## src/rtl/input_conditioner.sv

```systemverilog
// Per-channel button conditioner: 2-flop synchronizer, debounce FSM, and
// registered level / press / release / long-press outputs.
module input_conditioner #(
   parameter int NB_SW       = 4,
   parameter int NB_DEB      = 20,
   parameter int DEB_CYCLES  = 1000,
   parameter int LONG_CYCLES = 50000
) (
   input  logic             clock,
   input  logic             i_reset,
   input  logic [NB_SW-1:0] i_btn,
   output logic [NB_SW-1:0] o_btn,
   output logic [NB_SW-1:0] o_press,
   output logic [NB_SW-1:0] o_release,
   output logic [NB_SW-1:0] o_long,
   output logic             o_any
);

   typedef enum logic [1:0] {IDLE, CHK_PRESS, HELD, CHK_REL} state_e;

   localparam logic [NB_DEB-1:0] ONE      = NB_DEB'(1);
   localparam logic [NB_DEB-1:0] DEB_LAST = NB_DEB'(DEB_CYCLES - 1);
   localparam logic [NB_DEB-1:0] LONG_MAX = NB_DEB'(LONG_CYCLES);
   localparam logic [NB_DEB-1:0] LONG_PRE = NB_DEB'(LONG_CYCLES - 1);

   logic [NB_SW-1:0]  sync1_q, sync2_q;
   state_e            state_q [NB_SW];
   state_e            state_d [NB_SW];
   logic [NB_DEB-1:0] deb_q   [NB_SW];
   logic [NB_DEB-1:0] deb_d   [NB_SW];
   logic [NB_DEB-1:0] hold_q  [NB_SW];
   logic [NB_DEB-1:0] hold_d  [NB_SW];

   logic [NB_SW-1:0]  press_evt_d, press_evt_q;
   logic [NB_SW-1:0]  rel_evt_d, rel_evt_q;
   logic [NB_SW-1:0]  long_evt_d, long_evt_q;
   logic [NB_SW-1:0]  btn_d;
   logic [NB_SW-1:0]  o_btn_q, o_press_q, o_release_q, o_long_q;
   logic              o_any_q;

   // NOTE: every variable gets its default before the case so no latch is inferred.
   always_comb begin
      for (int ch = 0; ch < NB_SW; ch++) begin
         state_d[ch]     = state_q[ch];
         deb_d[ch]       = deb_q[ch];
         hold_d[ch]      = hold_q[ch];
         press_evt_d[ch] = 1'b0;
         rel_evt_d[ch]   = 1'b0;
         long_evt_d[ch]  = 1'b0;
         btn_d[ch]       = (state_q[ch] == HELD) || (state_q[ch] == CHK_REL);

         case (state_q[ch])
            IDLE: begin
               if (sync2_q[ch]) begin
                  state_d[ch] = CHK_PRESS;
                  deb_d[ch]   = '0;
               end
            end
            CHK_PRESS: begin
               if (!sync2_q[ch]) begin
                  state_d[ch] = IDLE;
               end else begin
                  deb_d[ch] = deb_q[ch] + ONE;
                  if (deb_q[ch] == DEB_LAST) begin
                     state_d[ch]     = HELD;
                     hold_d[ch]      = '0;
                     press_evt_d[ch] = 1'b1;
                  end
               end
            end
            HELD: begin
               if (!sync2_q[ch]) begin
                  state_d[ch] = CHK_REL;
                  deb_d[ch]   = '0;
               end else if (hold_q[ch] != LONG_MAX) begin
                  // Saturation at LONG_MAX is what keeps o_long to one pulse per press.
                  hold_d[ch] = hold_q[ch] + ONE;
                  if (hold_q[ch] == LONG_PRE) long_evt_d[ch] = 1'b1;
               end
            end
            CHK_REL: begin
               if (sync2_q[ch]) begin
                  state_d[ch] = HELD;
               end else begin
                  deb_d[ch] = deb_q[ch] + ONE;
                  if (deb_q[ch] == DEB_LAST) begin
                     state_d[ch]   = IDLE;
                     rel_evt_d[ch] = 1'b1;
                  end
               end
            end
            default: state_d[ch] = IDLE;
         endcase
      end
   end

   // NOTE: sequential state uses non-blocking assignments only.
   always_ff @(posedge clock or posedge i_reset) begin
      if (i_reset) begin
         sync1_q     <= '0;
         sync2_q     <= '0;
         press_evt_q <= '0;
         rel_evt_q   <= '0;
         long_evt_q  <= '0;
         o_btn_q     <= '0;
         o_press_q   <= '0;
         o_release_q <= '0;
         o_long_q    <= '0;
         o_any_q     <= 1'b0;
         for (int ch = 0; ch < NB_SW; ch++) begin
            state_q[ch] <= IDLE;
            deb_q[ch]   <= '0;
            hold_q[ch]  <= '0;
         end
      end else begin
         sync1_q     <= i_btn;
         sync2_q     <= sync1_q;
         press_evt_q <= press_evt_d;
         rel_evt_q   <= rel_evt_d;
         long_evt_q  <= long_evt_d;
         o_btn_q     <= btn_d;
         o_press_q   <= press_evt_q;
         o_release_q <= rel_evt_q;
         o_long_q    <= long_evt_q;
         o_any_q     <= |press_evt_q;
         for (int ch = 0; ch < NB_SW; ch++) begin
            state_q[ch] <= state_d[ch];
            deb_q[ch]   <= deb_d[ch];
            hold_q[ch]  <= hold_d[ch];
         end
      end
   end

   assign o_btn     = o_btn_q;
   assign o_press   = o_press_q;
   assign o_release = o_release_q;
   assign o_long    = o_long_q;
   assign o_any     = o_any_q;

endmodule

```

## config.mk

```make
export PLATFORM = sky130hd
export DESIGN_NAME = input_conditioner
export DESIGN_NICKNAME = d
export VERILOG_FILES = /design/src/rtl/input_conditioner.sv
export SDC_FILE = /design/constraint.sdc
export NUM_CORES = 1
export LEC_CHECK = 0
export ABC_AREA = 0
export CAP_MARGIN = 20
export CORE_MARGIN = 2
export CORE_UTILIZATION = 64
export CTS_CLUSTER_DIAMETER = 200
export DETAILED_ROUTE_END_ITERATION = 6
export DONT_BUFFER_PORTS = 1
export PLACE_DENSITY = 0.77
export SLEW_MARGIN = 20
export SYNTH_ARGS = -nofsm -noshare
export SYNTH_HDL_FRONTEND = slang
export SYNTH_SLANG_ARGS = --single-unit
```

## constraint.sdc

```tcl
create_clock -name clock -period 10.49 [get_ports clock]
set_input_delay 2.6225 -clock clock [delete_from_list [all_inputs] [get_ports clock]]
set_output_delay 2.6225 -clock clock [all_outputs]
set_load 0.05 [all_outputs]
```

==> summary.md, run 1 <==
| Metric | Value |
|---|---|
| Reg clk slew, reported paths | about 0.06 ns |
| Crit path kind | reg -> out |
| Vias per inst | 6.138 |
| Area share of the largest cell type after synthesis | between 50 and 60% |
| CTS Buffer Depth | 3 |
| Core Region | ~0.015 mm2 |
| Iter 0 DRT Violations | just over 500 |
| Reg2Reg Capture Point | hold_q[8]$_DFFE_PP0P_ |
| Tmin final | 3.759 ns |
| # resized after CTS | 0 |
| DIE WIDTH | around 130 um |
| Placer congestion estimate | 0.8399 |
| Detail Placement HPWL | roughly 12 mm |
| Dominant cells by area after synthesis | dfrtp_1 51%, xnor2_1 4.4%, nor2_1 4.3% |
| Hold_sp | rel_evt_q[3]$_DFF_PP0_ |
| Hold path depth | 0 |
| Final Worst Setup Slack | around 6.7 ns |
| Full die area | approximately 0.017 mm2 |
| Root buf cell | clkbuf_16 |
| MaxCap Viol Count | 0 |
| Crit Path Max Fanout | 1 |
| IO Pins | 23 |
| Initial Util | between 60% and 70% |
| Biggest regs | deb_q x80, hold_q x80 |
| #FFs+latches synth | between 200 and 250 |
| RSZ-0062 raised after global routing | no |
| Overflow after GRT | 0 |
| Crit path arrival time | approximately 1.1 ns |
| Reg2Reg Setup Slack | around 7.7 ns |
| CTS H-tree depth | 1 |
| Worst-skew pair later-pin latency | roughly 0.50 ns |
| Die Height | around 130 um |
| Proportion of layout cells with a drive suffix above 1 | under 10% |
| # diodes | 0 |
| Area Overhead vs Synth | 10.13% |
| Cell total after placement | approximately 1200 |
| Num CTS Buffers | 23 |
| Slew HR | just under 30% |
| Routed len/inst | around 16 um |
| Post-synth net total | about 1100 |
| Detailed Route WL | ~20 mm |
| Number of setup buffers added after CTS | 0 |
| Cell taking the most area after synthesis | dfrtp_1 |
| Total power | approximately 1800 uW |
| Non-Filler Instances | around 1300 |
| Most frequent cells in the layout | 205 x dfrtp_1, 115 x nor2_1, 96 x nand2_1 |
| Pre-antenna DRT Iters | 5 |
| FP Rows | 45 |
| Slew @ Worst Pin | 1.050 ns |
| Max-slew violation count | 0 |
| DR DRC count | 0 |
| First-pass GRT wire length | about 34 mm |
| # setup viols final | 0 |
| Fill cell count | ~1100 |
| Final-stage net count | about 1100 |
| Port-buffer cells | 0 |
| CP startpoint kind | register |
| CTS Sinks | just over 200 |
| Via count | about 7800 |
| Initial antenna violation count | 0 |
| Most common cell after layout, fill and taps aside | dfrtp_1 |
| Final ANT Viol Nets | 0 |
| Register area share after synthesis | approximately 51% |
| Hold path endpoint | o_release[3]$_DFF_PP0_ |
| Post-Syn Area | a little over 0.01 mm2 |
| Syn. warnings | 0 |
| GRT Total Usage | around 25% |
| Run status | finished, final reports clean |
| Vias in the first global route | about 7300 |
| CTS tree | built |
| EDFF count, synth | 0 |
| VDD IR max | between 100 and 150 uV |
| Final period util | a little over a third |
| Syn Inst Count | 1047 |
| Pre-CTS setup slack | 6.225 ns |
| Power Density | between 150 and 200 mW/mm2 |
| Post-synth ARST share | 100.0% |
| Post-synth top flop | dfrtp_1 |
| CP required | just under 8 ns |
| Post-synthesis cell type count | 60 |
| Post-CTS Hold Fix Bufs | 0 |
| Hold Crit Class | reg -> reg |
| Final Skew | between 0.01 and 0.015 ns |
| Maximum clock rate | approximately 270 MHz |
| P_leak | between 0.004 and 0.005 uW |
| R2r worst-path depth | 6 |
| Final Hold Vio Count | 0 |
| Final TNS setup | 0 ns |
| Syn avg cell area | between 9 and 10 um2 |
| CP Capture Type | output pin |
| Largest net degree at the start of global routing | roughly 130 |
-- cell type report --
cell class / instances / area, um2 / share of cell area, %
Inverter: 30 / 120.1 / 1.081
Timing Repair Buffer: 8 / 60.06 / 0.5405
Clock inverter: 13 / 226.5 / 2.038
Tap cell: 211 / 264.0 / 2.376
Clock buffer: 28 / 634.4 / 5.709
Sequential cell: 205 / 5130 / 46.17
Multi-Input combinational cell: 773 / 4676 / 42.08
-- where the power goes --
part | total, uW | switching, uW | internal [uW]
clock | 897 | 319 | 578
combinational | 42.8 | 29.3 | 13.5
sequential | 815 | 13.8 | 801
total | 1750 | 362 | 1390
-- cell usage after synthesis, drive strengths merged, types with 3 or more instances --
cell	instances
nor4bb	4
clkbuf	26
and2	9
a211o	3
a221o	5
and3	20
a21o	7
a41oi	10
o221ai	4
or4b	5
nand2	96
xor2	21
dfrtp	205
inv	30
nor4b	8
o21ai	45
o211a	3
a31oi	36
nor3	38
o211ai	3
or4	6
nand2b	11
mux2i	6
nor2	115
mux2	5
a21oi	36
nand3	63
nand4	39
nor3b	7
o31ai	5
a22o	6
and4	9
or2	6
ha	12
o21a	3
a21boi	4
buf	13
or3	15
xnor2	51
nor2b	9
nor4	33
-- through the flow --
stage               hold slack [ns]  util (%)  cell area, um2
floorplan                    0.3312         -           10090
global placement             0.3356     66.88           10240
detailed placement           0.3347     66.88           10240
CTS                          0.3481     72.50           11100
global route                 0.3530     72.55           11110
finish                       0.3472     72.55           11110
-- kinds of logic (layout without fill, tap and decap cells) --
logic type,Yosys count,after routing,share of synthesized area (%)
simple gates,501,501,26.14
flops,205,205,50.85
compound gates,177,177,11.31
xor+xnor,72,72,6.251
buf+inv,69,79,2.803
fa+ha+maj,12,12,1.488
mux,11,11,1.153
-- metal layers --
| metal | part of all wire [%] | vias up | global-route usage (%) |
|---|---|---|---|
| li1 | - | 3795 | - |
| met1 | 47 | 3776 | 35.33 |
| met2 | 48 | 184 | 39.85 |
| met3 | 3.9 | 28 | 3.633 |
| met4 | 1.5 | 0 | 6.199 |
| met5 | 0 | - | 0 |
-- how the worst max path moves through the flow --
stage                   startpoint                     end  slack, ns  cells after the start
2_1_floorplan              i_reset               async pin       2.27                      1
3_3_place_gp               i_reset  hold_q[29]$_DFFE_PP0P_       6.26                      2
3_5_place_dp               i_reset               async pin       6.23                      2
4_1_cts        o_long[0]$_DFF_PP0_               o_long[0]       6.72                      0
5_1_grt                    i_reset    sync2_q[1]$_DFF_PP0_       6.52                      2
6_report       o_long[0]$_DFF_PP0_               o_long[0]       6.73                      0
Power figures use the tool's default switching activity.
==> run 2: changes to the inputs <==
CORE_UTILIZATION = 58   (was 64)
PLACE_DENSITY = 0.73   (was 0.77)
clock period = 3.2 ns   (was 10.49 ns; I/O delays follow)
==> run 2 against run 1 <==
Compared with the run above: sequential cell count unchanged; highest routed layer unchanged; total power rose to 3.3 times the previous value; first-iteration DRC count up 12%; critical path type is now reg -> reg; worst setup slack worse by 6.0 ns; clock power rose to 3.3 times the previous value.
==> summary.md, run 2 (same netlist as run 1, synthesis figures left out) <==
| Metric | Value |
|---|---|
| Overflow after GRT | 0 |
| Num CTS Buffers | 22 |
| Final Hold Vio Count | 0 |
| DIE WIDTH | 135.9 um |
| # resized after CTS | 0 |
| Initial antenna violation count | 1 |
| VDD IR max | roughly 500 uV |
| R2r worst-path depth | 6 |
| P_leak | between 0.004 and 0.005 uW |
| WHS | approximately 0.33 ns |
| Slew @ Worst Pin | about 1.1 ns |
| Core Region | ~0.017 mm2 |
| Biggest regs | deb_q x80, hold_q x80 |
| Hold Crit Class | in -> reg |
| CP Capture Type | register |
| Crit path arrival time | ~2.8 ns |
| Post-CTS Hold Fix Bufs | 0 |
| Tmin final | 2.424 ns |
| Maximum clock rate | about 410 MHz |
| Port-buffer cells | 0 |
| Non-Filler Instances | 1290 |
| Max-slew violation count | 0 |
| CTS H-tree depth | 1 |
| IO Pins | 23 |
| FP Rows | between 40 and 50 |
| Most common cell after layout, fill and taps aside | dfrtp_1 |
| CTS tree | built |
| Run status | finished, final reports clean |
| Iter 0 DRT Violations | ~570 |
| Crit Path Max Fanout | 19 |
| Most frequent cells in the layout | 205 x dfrtp_1, 115 x nor2_1, 96 x nand2_1 |
| Root buf cell | clkbuf_16 |
| Initial Util | between 50% and 60% |
| Crit path kind | reg -> reg |
| Utilization after layout | between 60% and 70% |
| Final-stage net count | between 1000 and 1500 |
| Number of setup buffers added after CTS | 0 |
| Slew HR | 29.45% |
| Final period util | roughly three quarters |
| Vias per inst | approximately 6 |
| Detail Placement HPWL | 13.06 mm |
| MaxCap Viol Count | 0 |
| CP required | ~3.5 ns |
| Worst-skew pair later-pin latency | around 0.50 ns |
| Final ANT Viol Nets | 0 |
| Reg clk slew, reported paths | approximately 0.06 ns |
| CP startpoint kind | register |
| Vias in the first global route | 7223 |
| DR DRC count | 0 |
| CTS Buffer Depth | 3 |
| Cell total after placement | 1249 |
| Pre-antenna DRT Iters | 5 |
| Full die area | around 0.018 mm2 |
| Placer congestion estimate | about 0.8 |
| Via count | 7787 |
| # setup viols final | 0 |
| Detailed Route WL | a little under 20 mm |
| First-pass GRT wire length | 34.40 mm |
| Final Skew | between 0.009 and 0.01 ns |
| Fill cell count | between 1000 and 1500 |
| Routed len/inst | 15.36 um |
| Reg2Reg Setup Slack | ~0.78 ns |
| Die Height | approximately 140 um |
| CTS Sinks | 205 |
| Area Overhead vs Synth | 11.36% |
| GRT Total Usage | between 20 and 25% |
| Power Density | between 500 and 600 mW/mm2 |
| RSZ-0062 raised after global routing | no |
| Hold path depth | 0 |
| Largest net degree at the start of global routing | 46 |
| Final TNS setup | 0 ns |
| Proportion of layout cells with a drive suffix above 1 | 7.237% |
[run 2: changes by cell type in the layout (fill, tap and decap cells not counted), sizes merged]
cell      delta
inv          -2
clkbuf       -1
bufinv       +1
clkinv       -2
clkinvlp     +3
diode        +1
buf          +8
[run 2: final cells by class]
cell class	instances	area, um2	area share (%)
diodes	1	2.502	0.02227
clock buffers	27	620.6	5.524
clock inverters	13	250.2	2.227
inverters	30	116.4	1.036
multi-input cells	773	4676	41.62
flip-flops and latches	205	5130	45.66
well taps	225	281.5	2.506
repair buffers	16	157.7	1.403
[run 2: worst paths after layout]
kind / end / start
max reg2reg: hold_q[52]$_DFFE_PP0P_ / deb_q[40]$_DFFE_PP0P_
min: sync1_q[3]$_DFF_PP0_ / i_btn[3]
max in group asynchronous: deb_q[50]$_DFFE_PP0P_ / i_reset
min reg2reg: o_long[1]$_DFF_PP0_ / long_evt_q[1]$_DFF_PP0_
max: hold_q[52]$_DFFE_PP0P_ / deb_q[40]$_DFFE_PP0P_
min in group asynchronous: async pin / i_reset
[run 2: metrics by stage]
step / setup slack, ns / cell area (um2) / total power (uW)
after floorplan: -0.2583 / 10090 / 2821
after global placement: 0.8425 / 10360 / 2867
after detailed placement: 0.7523 / 10360 / 2874
after CTS: 0.7591 / 11230 / 5863
after global routing: 0.4687 / 11230 / 6000
final: 0.7756 / 11230 / 5797
[run 2: power breakdown]
group          leakage, uW  total, uW  switching (uW)  internal (uW)
combinational      0.00145        151            98.3           53.1
sequential         0.00283       2670            44.5           2630
clock             0.000414       2970            1030           1940
[run 2: critical path: stages (launching register included)]
cell	delay, ns
dfrtp_1	0.38
ha_1	0.23
nor4bb_1	0.23
nand4_1	0.19
o41ai_1	0.41
and2_1	0.65
a31oi_1	0.18
[run 2: routing by layer]
layer  vias to the layer above  part of all wire, %  global-route usage [%]
li1                       3806                    -                       -
met1                      3779                   47                   32.58
met2                       178                   47                   34.85
met3                        24                  4.7                   3.654
met4                         0                  1.5                   5.324
met5                         -                    0                       0
